$ cat src/rtl/vga_pkg.sv
// vga_pkg: pattern codes, sequencer state encoding and default dwell shared by the VGA pattern sequencer.
package vga_pkg;
  localparam logic [1:0] PAT_COLORBAR = 2'd0;
  localparam logic [1:0] PAT_GRAY = 2'd1;
  localparam logic [1:0] PAT_CHECKER = 2'd2;
  localparam logic [1:0] PAT_SOLID = 2'd3;
  localparam int DWELL_FRAMES_DEFAULT = 60;
  typedef enum logic [1:0] {
    S_RUN = 2'd0,
    S_PEND = 2'd1,
    S_APPLY = 2'd2
  } state_t;
endpackage

$ cat src/rtl/vga_frame_edge.sv
// vga_frame_edge: registers video_vs and emits a one-cycle frame_start on each sync assertion.
module vga_frame_edge #(
  parameter logic VS_ACTIVE = 1'b0
) (
  input  logic clk,
  input  logic rst_n,
  input  logic video_vs,
  output logic frame_start
);
  logic vs_prev;
  always_ff @(posedge clk or negedge rst_n) begin
    if (!rst_n) begin
      vs_prev <= ~VS_ACTIVE;
      frame_start <= 1'b0;
    end else begin
      vs_prev <= video_vs;
      frame_start <= (video_vs == VS_ACTIVE) && (vs_prev != VS_ACTIVE);
    end
  end
endmodule

$ cat src/rtl/vga_pattern_sequencer.sv
// vga_pattern_sequencer: steps pattern_sel on manual or dwell-timed requests, only at frame boundaries.
module vga_pattern_sequencer
  import vga_pkg::*;
#(
  parameter int NUM_PATTERNS = 4,
  parameter int DWELL_FRAMES = DWELL_FRAMES_DEFAULT,
  parameter logic VS_ACTIVE = 1'b0
) (
  input  logic       clk,
  input  logic       rst_n,
  input  logic       video_vs,
  input  logic       video_de,
  input  logic       next_req,
  input  logic       auto_en,
  input  logic       freeze,
  output logic [1:0] pattern_sel,
  output logic       frame_start,
  output logic       switch_pending,
  output logic [7:0] frame_cnt
);
  state_t state, state_nxt;
  logic [7:0] dwell_cnt;
  logic expire;
  logic unused_de;
  assign unused_de = video_de;
  vga_frame_edge #(.VS_ACTIVE(VS_ACTIVE)) u_edge (
    .clk(clk),
    .rst_n(rst_n),
    .video_vs(video_vs),
    .frame_start(frame_start)
  );
  // Auto expiry wins over a coincident manual request, so only one advance results.
  assign expire = auto_en && !freeze && frame_start && (dwell_cnt == 8'(DWELL_FRAMES - 1));
  always_comb begin
    state_nxt = state;
    case (state)
      S_RUN:   state_nxt = freeze ? S_RUN : expire ? S_APPLY : next_req ? S_PEND : S_RUN;
      S_PEND:  state_nxt = (frame_start && !freeze) ? S_APPLY : S_PEND;
      default: state_nxt = S_RUN;
    endcase
  end
  always_ff @(posedge clk or negedge rst_n) begin
    if (!rst_n) begin
      state <= S_RUN;
      pattern_sel <= PAT_COLORBAR;
      switch_pending <= 1'b0;
      frame_cnt <= 8'd0;
      dwell_cnt <= 8'd0;
    end else begin
      state <= state_nxt;
      if (frame_start) frame_cnt <= frame_cnt + 8'd1;
      if (state == S_APPLY)
        pattern_sel <= (pattern_sel == 2'(NUM_PATTERNS - 1)) ? PAT_COLORBAR : pattern_sel + 2'd1;
      switch_pending <= (state_nxt == S_PEND) || (switch_pending && state_nxt == S_APPLY);
      dwell_cnt <= (!auto_en || state == S_APPLY) ? 8'd0 :
                   (state == S_RUN && !freeze && frame_start && !expire) ? dwell_cnt + 8'd1 : dwell_cnt;
    end
  end
endmodule
$ cat config.mk
export PLATFORM = sky130hd
export DESIGN_NAME = vga_pattern_sequencer
export DESIGN_NICKNAME = d
export VERILOG_FILES = /design/src/rtl/vga_pkg.sv /design/src/rtl/vga_frame_edge.sv /design/src/rtl/vga_pattern_sequencer.sv
export SDC_FILE = /design/constraint.sdc
export NUM_CORES = 1
export LEC_CHECK = 0
export CAP_MARGIN = 5
export CORE_MARGIN = 5
export CORE_UTILIZATION = 40
export CTS_BUF_LIST = sky130_fd_sc_hd__clkbuf_16
export DETAILED_ROUTE_END_ITERATION = 10
export SKIP_LAST_GASP = 1
export SLEW_MARGIN = 20
export SYNTH_ARGS = -nofsm -noshare
export SYNTH_HDL_FRONTEND = slang
export SYNTH_SLANG_ARGS = --single-unit
export TNS_END_PERCENT = 5
$ cat constraint.sdc
create_clock -name clk -period 1.9 [get_ports clk]
set_input_delay 0.285 -clock clk [delete_from_list [all_inputs] [get_ports clk]]
set_output_delay 0.285 -clock clk [all_outputs]
set_load 0.01 [all_outputs]
==> impl_metrics.py, run 1 <==
metrics = {
    "timing": {
        "min_period_over_period": 0.934,
        "fin_skew_ns": 0.00271,
        "worstMarginPinSlew_ns": 0.368,
        "slew_headroom": 0.754,
        "setup_ws_ns": 0.125,
        "setup_viol": 0,
        "hold_violations": 0,
        "finalCriticalPeriod_ns": 1.77,
        "report.final.slew_viol_count": 0,
        "rsz0062_at_grt": "no",
        "max_freq_ghz": 0.563,
        "tns_ns": 0,
    },
    "power_and_ir_drop": {
        "ir_worst_vdd_mv": 0.729,
        "p_total_mw": 1.55,
        "cellLeakagePower_nw": 0.612,
        "power.density_mw_per_mm2": 1080,
    },
    "logic_synthesis": {
        "synth_top_area_cell": "dfrtp_1",
        "synth.top_cell.area_share": 0.492,
        "synth_area_per_cell_um2": 11.0,
        "synth.area.top_cells": "dfrtp_1 (49%), ha_1 (3.4%), xor2_1 (3.1%)",
        "synth_seq_area_share": 0.515,
        "synthArstFlopShare": 1.00,
        "synth_edf_count": 0,
        "synth_most_common_cell": "dfrtp_1",
        "ys_warn_count": 0,
        "synth_cell_type_count": 38,
        "netlist_top_cells_count": "dfrtp_1 (22), nand2_1 (8), nand3_1 (6)",
        "synth-main-ff-cell": "dfrtp_1",
        "syn_inst": 102,
        "syn_area_mm2": 0.00112,
        "synth_seq_cells": 23,
        "synth_nets": 112,
    },
    "clock_network": {
        "clock_latency_ns": 0.26,
        "path_clk_slew_ns": 0.06,
        "cts_buffer_depth": 2,
        "ctsResizeCount": 0,
        "clock_sinks": 23,
        "htreeDepth": 1,
        "cts_root_buf": "clkbuf_16",
        "postCtsHoldBufs": 0,
        "tritoncts": "yes",
        "cts_buffers": 3,
        "post_cts.repair.setup_buffers": 0,
    },
    "finish": {
        "layoutNonFillerInstCount": 156,
        "drive_gt1_frac": 0.136,
        "syn_to_final_growth_pct": 27.7,
        "diodes": 0,
        "fill_cells": 245,
        "nets": 136,
    },
    "place": {
        "pre_cts_ws_ns": -0.140,
        "dp_hpwl_um": 1680,
        "io_buffers": 17,
        "dpl.cell_count": 152,
        "gp_congestion": 0.739,
    },
    "floorplan": {
        "initial_utilization": 0.413,
        "core.rowCount": 19,
        "die_w_um": 62.9,
        "die_h_um": 62.9,
        "coreArea_mm2": 0.00271,
        "io_pins": 19,
        "die_area_mm2": 0.00396,
    },
    "worst_setup_path": {
        "crit_type": "input port to flop",
        "required_ns": 2.08,
        "r2r_setup_slack_ns": 0.18,
        "endpoint_kind": "flop",
        "r2r_start": "state[0]",
        "path_max_fanout": 10,
        "reg2reg_depth": 3,
        "r2r_end": "dwell_cnt[6]",
        "crit_arrival_ns": 1.96,
        "start_kind": "input port",
    },
    "detailed_routing": {
        "vias": 875,
        "antenna_left": 0,
        "via_per_inst": 5.61,
        "firstDrtPassIters": 4,
        "wl_um": 2280,
        "drt_iter0_markers": 29,
        "drcViolationCount": 0,
        "wl_per_cell_um": 14.6,
    },
    "global_routing": {
        "grt_use_total": 0.128,
        "antenna_found_initial": 0,
        "grt_max_degree": 24,
        "grt_pass1_vias": 939,
        "overflow": 0,
        "grt_pass1_wl_um": 4120,
    },
    "hold_path": {
        "hold_class": "input port to asynchronous set/reset pin",
    },
    "flow_run": {
        "maxCapViolCount": 0,
    },
    "outcome": {
        "outcome": "finished, final reports clean",
    },
}
[cell usage in the layout (no fill, tap or decap), types with 2 or more instances in the layout]
cell type,Yosys,final
dfrtp_1,22,22
xor2_1,4,4
nor2_1,4,4
inv_1,3,4
nor3_1,2,2
or4_1,3,3
mux2i_1,3,3
and3_1,2,2
buf_4,0,6
clkbuf_16,0,3
nand3_1,6,6
xnor2_1,3,3
o31ai_1,3,3
nand4_1,4,4
a21oi_1,4,4
a31oi_1,2,2
clkdlybuf4s50_1,0,17
nand2_1,8,8
nand3b_1,2,2
mux2_2,2,2
ha_1,3,3
[critical path: stages]
cell,delay (ns)
clkdlybuf4s50_1,0.42
or4b_4,0.60
or4_1,0.49
a21oi_1,0.15
[report_power, final]
| part | internal (mW) | switching [mW] |
|---|---|---|
| Clock | 0.281 | 0.170 |
| Sequential | 0.582 | 0.103 |
| Combinational | 0.247 | 0.166 |
| Total | 1.11 | 0.440 |
[flip-flops by register name, summed over array words and instances, names as in the netlist]
name and count:
u_edge.frame_start 1, u_edge.vs_prev 1, pattern_sel 2, state 2, dwell_cnt 8, frame_cnt 8
switch_pending 1
[layout make-up]
type                    count  area (um^2)  area share
multi-input cells          72          509       0.356
clock inverters             1         3.75     0.00262
repair buffers             23          215       0.150
clock buffers               3         75.1      0.0525
inverters                   3         11.3     0.00787
flip-flops and latches     23          577       0.403
well taps                  31         38.8      0.0271
[per-stage QoR]
| step | hold WS, ns | area, um^2 | utilization |
|---|---|---|---|
| after detailed placement | 0.459 | 1350 | 0.499 |
| final | 0.375 | 1430 | 0.528 |
| after CTS | 0.384 | 1430 | 0.528 |
| after global routing | 0.412 | 1430 | 0.528 |
| after global placement | 0.459 | 1350 | 0.499 |
| after floorplan | -0.0106 | 1120 | - |
[logic make-up (layout without fill, tap and decap cells)]
logic type,count (synthesis),in the layout,share of synthesized area
buffers and inverters,7,30,0.0302
xor gates and xnor gates,7,7,0.0547
DFF,23,23,0.515
muxes,5,5,0.0469
adders and majority gates,3,3,0.0335
and+or+nand+nor,41,41,0.221
AOI/OAI and AO/OA,16,16,0.0983
[worst max path at each step]
stage,from,endpoint,slack (ns),cells past startpoint
global placement,freeze,dwell_cnt[5],-0.11,4
CTS,freeze,dwell_cnt[6],0.12,4
floorplan,state[0],dwell_cnt[5],0.19,4
detailed placement,freeze,dwell_cnt[6],-0.14,4
global route,freeze,dwell_cnt[6],0.02,4
finish,freeze,dwell_cnt[6],0.13,4
[layer usage]
layer,vias up,routed length (um),global-route usage
li1,421,-,-
met1,433,1040,0.155
met2,17,1130,0.213
met3,4,73,0.0360
met4,0,34,0.0477
met5,-,0,0
No activity file was read; power rests on OpenSTA's default activity.
==> run 2, diff against run 1 <==
--- a/config.mk
+++ b/config.mk
@@ -6,7 +6,6 @@
 export NUM_CORES = 1
 export LEC_CHECK = 0
 export CAP_MARGIN = 5
-export CORE_MARGIN = 5
 export CORE_UTILIZATION = 40
 export CTS_BUF_LIST = sky130_fd_sc_hd__clkbuf_16
 export DETAILED_ROUTE_END_ITERATION = 10
==> impl_metrics.py, run 2 (synthesis gave the netlist of run 1 again) <==
metrics = {
    "clock_network": {
        "post_cts.repair.setup_buffers": 0,
        "path_clk_slew_ns": 0.06,
        "cts_buffer_depth": 2,
        "clock_latency_ns": 0.25,
        "ctsResizeCount": 0,
        "tritoncts": "yes",
        "cts_root_buf": "clkbuf_16",
        "cts_buffers": 3,
        "htreeDepth": 1,
        "postCtsHoldBufs": 0,
        "clock_sinks": 23,
    },
    "floorplan": {
        "coreArea_mm2": 0.00257,
        "die_h_um": 54.9,
        "initial_utilization": 0.436,
        "io_pins": 19,
        "die_w_um": 54.9,
        "die_area_mm2": 0.00302,
        "core.rowCount": 18,
    },
    "power_and_ir_drop": {
        "cellLeakagePower_nw": 0.611,
        "seq_power_share": 0.445,
        "p_switching_mw": 0.438,
        "p_comb_frac": 0.266,
        "ir_worst_vdd_mv": 0.873,
        "p_sw_frac": 0.283,
        "intPower_mw": 1.11,
        "p_clk_frac": 0.290,
        "power.density_mw_per_mm2": 1080,
    },
    "timing": {
        "finalCriticalPeriod_ns": 1.79,
        "hold_violations": 0,
        "worstMarginPinSlew_ns": 0.332,
        "tns_ns": 0,
        "setup_viol": 0,
        "report.final.slew_viol_count": 0,
        "min_period_over_period": 0.940,
        "hold_slack_ns": 0.377,
        "rsz0062_at_grt": "no",
        "slew_headroom": 0.773,
        "fin_skew_ns": 0.00295,
        "max_freq_ghz": 0.560,
    },
    "detailed_routing": {
        "wl_um": 2210,
        "antenna_left": 0,
        "wl_per_cell_um": 14.2,
        "vias": 863,
        "firstDrtPassIters": 4,
        "drt_iter0_markers": 16,
        "drcViolationCount": 0,
        "via_per_inst": 5.57,
    },
    "global_routing": {
        "grt_use_total": 0.166,
        "grt_pass1_wl_um": 3620,
        "overflow": 0,
        "grt_pass1_vias": 862,
        "antenna_found_initial": 0,
        "grt_max_degree": 24,
    },
    "place": {
        "dp_hpwl_um": 1570,
        "gp_congestion": 0.736,
        "io_buffers": 17,
        "dpl.cell_count": 151,
    },
    "finish": {
        "layoutNonFillerInstCount": 155,
        "reg_top3": "dwell_cnt: 8 flops, frame_cnt: 8 flops",
        "drive_gt1_frac": 0.136,
        "syn_to_final_growth_pct": 27.6,
        "nets": 136,
        "fill_cells": 235,
        "diodes": 0,
        "layout_commonest_cell": "dfrtp_1",
        "final_cell_mix": "dfrtp_1 (22), clkdlybuf4s50_1 (17), nand2_1 (8)",
    },
    "worst_setup_path": {
        "required_ns": 2.08,
        "start_kind": "input port",
        "crit_arrival_ns": 1.96,
        "path_max_fanout": 10,
        "crit_type": "input port to flop",
        "endpoint_kind": "flop",
    },
    "hold_path": {
        "hold_class": "input port to asynchronous set/reset pin",
    },
    "outcome": {
        "outcome": "finished, final reports clean",
    },
    "flow_run": {
        "maxCapViolCount": 0,
    },
}
==> run 2: cell counts in the layout (fill, tap and decap cells not counted) <==
Identical to the previous run, type by type.
==> run 2: area by class of cell <==
| cell class | count | area (um^2) | area share |
|---|---|---|---|
| Multi-Input combinational cell | 72 | 509 | 0.356 |
| Inverter | 3 | 11.3 | 0.00788 |
| Sequential cell | 23 | 577 | 0.404 |
| Clock inverter | 1 | 3.75 | 0.00263 |
| Tap cell | 30 | 37.5 | 0.0263 |
| Clock buffer | 3 | 75.1 | 0.0525 |
| Timing Repair Buffer | 23 | 215 | 0.151 |
==> run 2: worst max-delay path, stage by stage <==
cell             delay [ns]
clkdlybuf4s50_1        0.47
or4b_4                 0.57
or4_1                  0.48
a21oi_1                0.15
==> run 2: path summary, 6_finish.rpt <==
kind | start | cells after the start | end | slack, ns
max | freeze | 4 | dwell_cnt[4] | 0.11
min | rst_n | 2 | dwell_cnt[5] | 0.38
max reg2reg | state[1] | 3 | dwell_cnt[4] | 0.14
min reg2reg | frame_cnt[7] | 1 | frame_cnt[7] | 0.47
max in group asynchronous | rst_n | 2 | u_edge.vs_prev | 1.24
min in group clk | video_vs | 1 | u_edge.vs_prev | 0.47
==> run 2: metal layers <==
| metal | part of all wire | routed length, um | GRT usage | vias up |
|---|---|---|---|---|
| met5 | 0 | 0 | 0 | - |
| met2 | 0.48 | 1050 | 0.287 | 19 |
| met3 | 0.033 | 73 | 0.0273 | 2 |
| met4 | 0.0054 | 12 | 0.0500 | 0 |
| met1 | 0.48 | 1070 | 0.211 | 418 |
| li1 | - | - | - | 424 |
==> run 2: power groups by stage <==
stage / Sequential, mW / Combinational (mW) / Clock [mW]
floorplan: 0.719 / 0.151 / 0
global placement: 0.694 / 0.405 / 0
detailed placement: 0.690 / 0.419 / 0
CTS: 0.688 / 0.419 / 0.463
global route: 0.701 / 0.457 / 0.480
finish: 0.689 / 0.411 / 0.449
==> run 2: metrics by stage <==
stage | power [mW] | utilization | area (um^2) | setup WS (ns)
2_1_floorplan | 0.870 | - | 1120 | 0.189
5_1_grt | 1.64 | 0.557 | 1430 | 0.0406
6_report | 1.55 | 0.557 | 1430 | 0.114
4_1_cts | 1.57 | 0.557 | 1430 | 0.0651
3_3_place_gp | 1.10 | 0.526 | 1350 | -0.168
3_5_place_dp | 1.11 | 0.526 | 1350 | -0.196
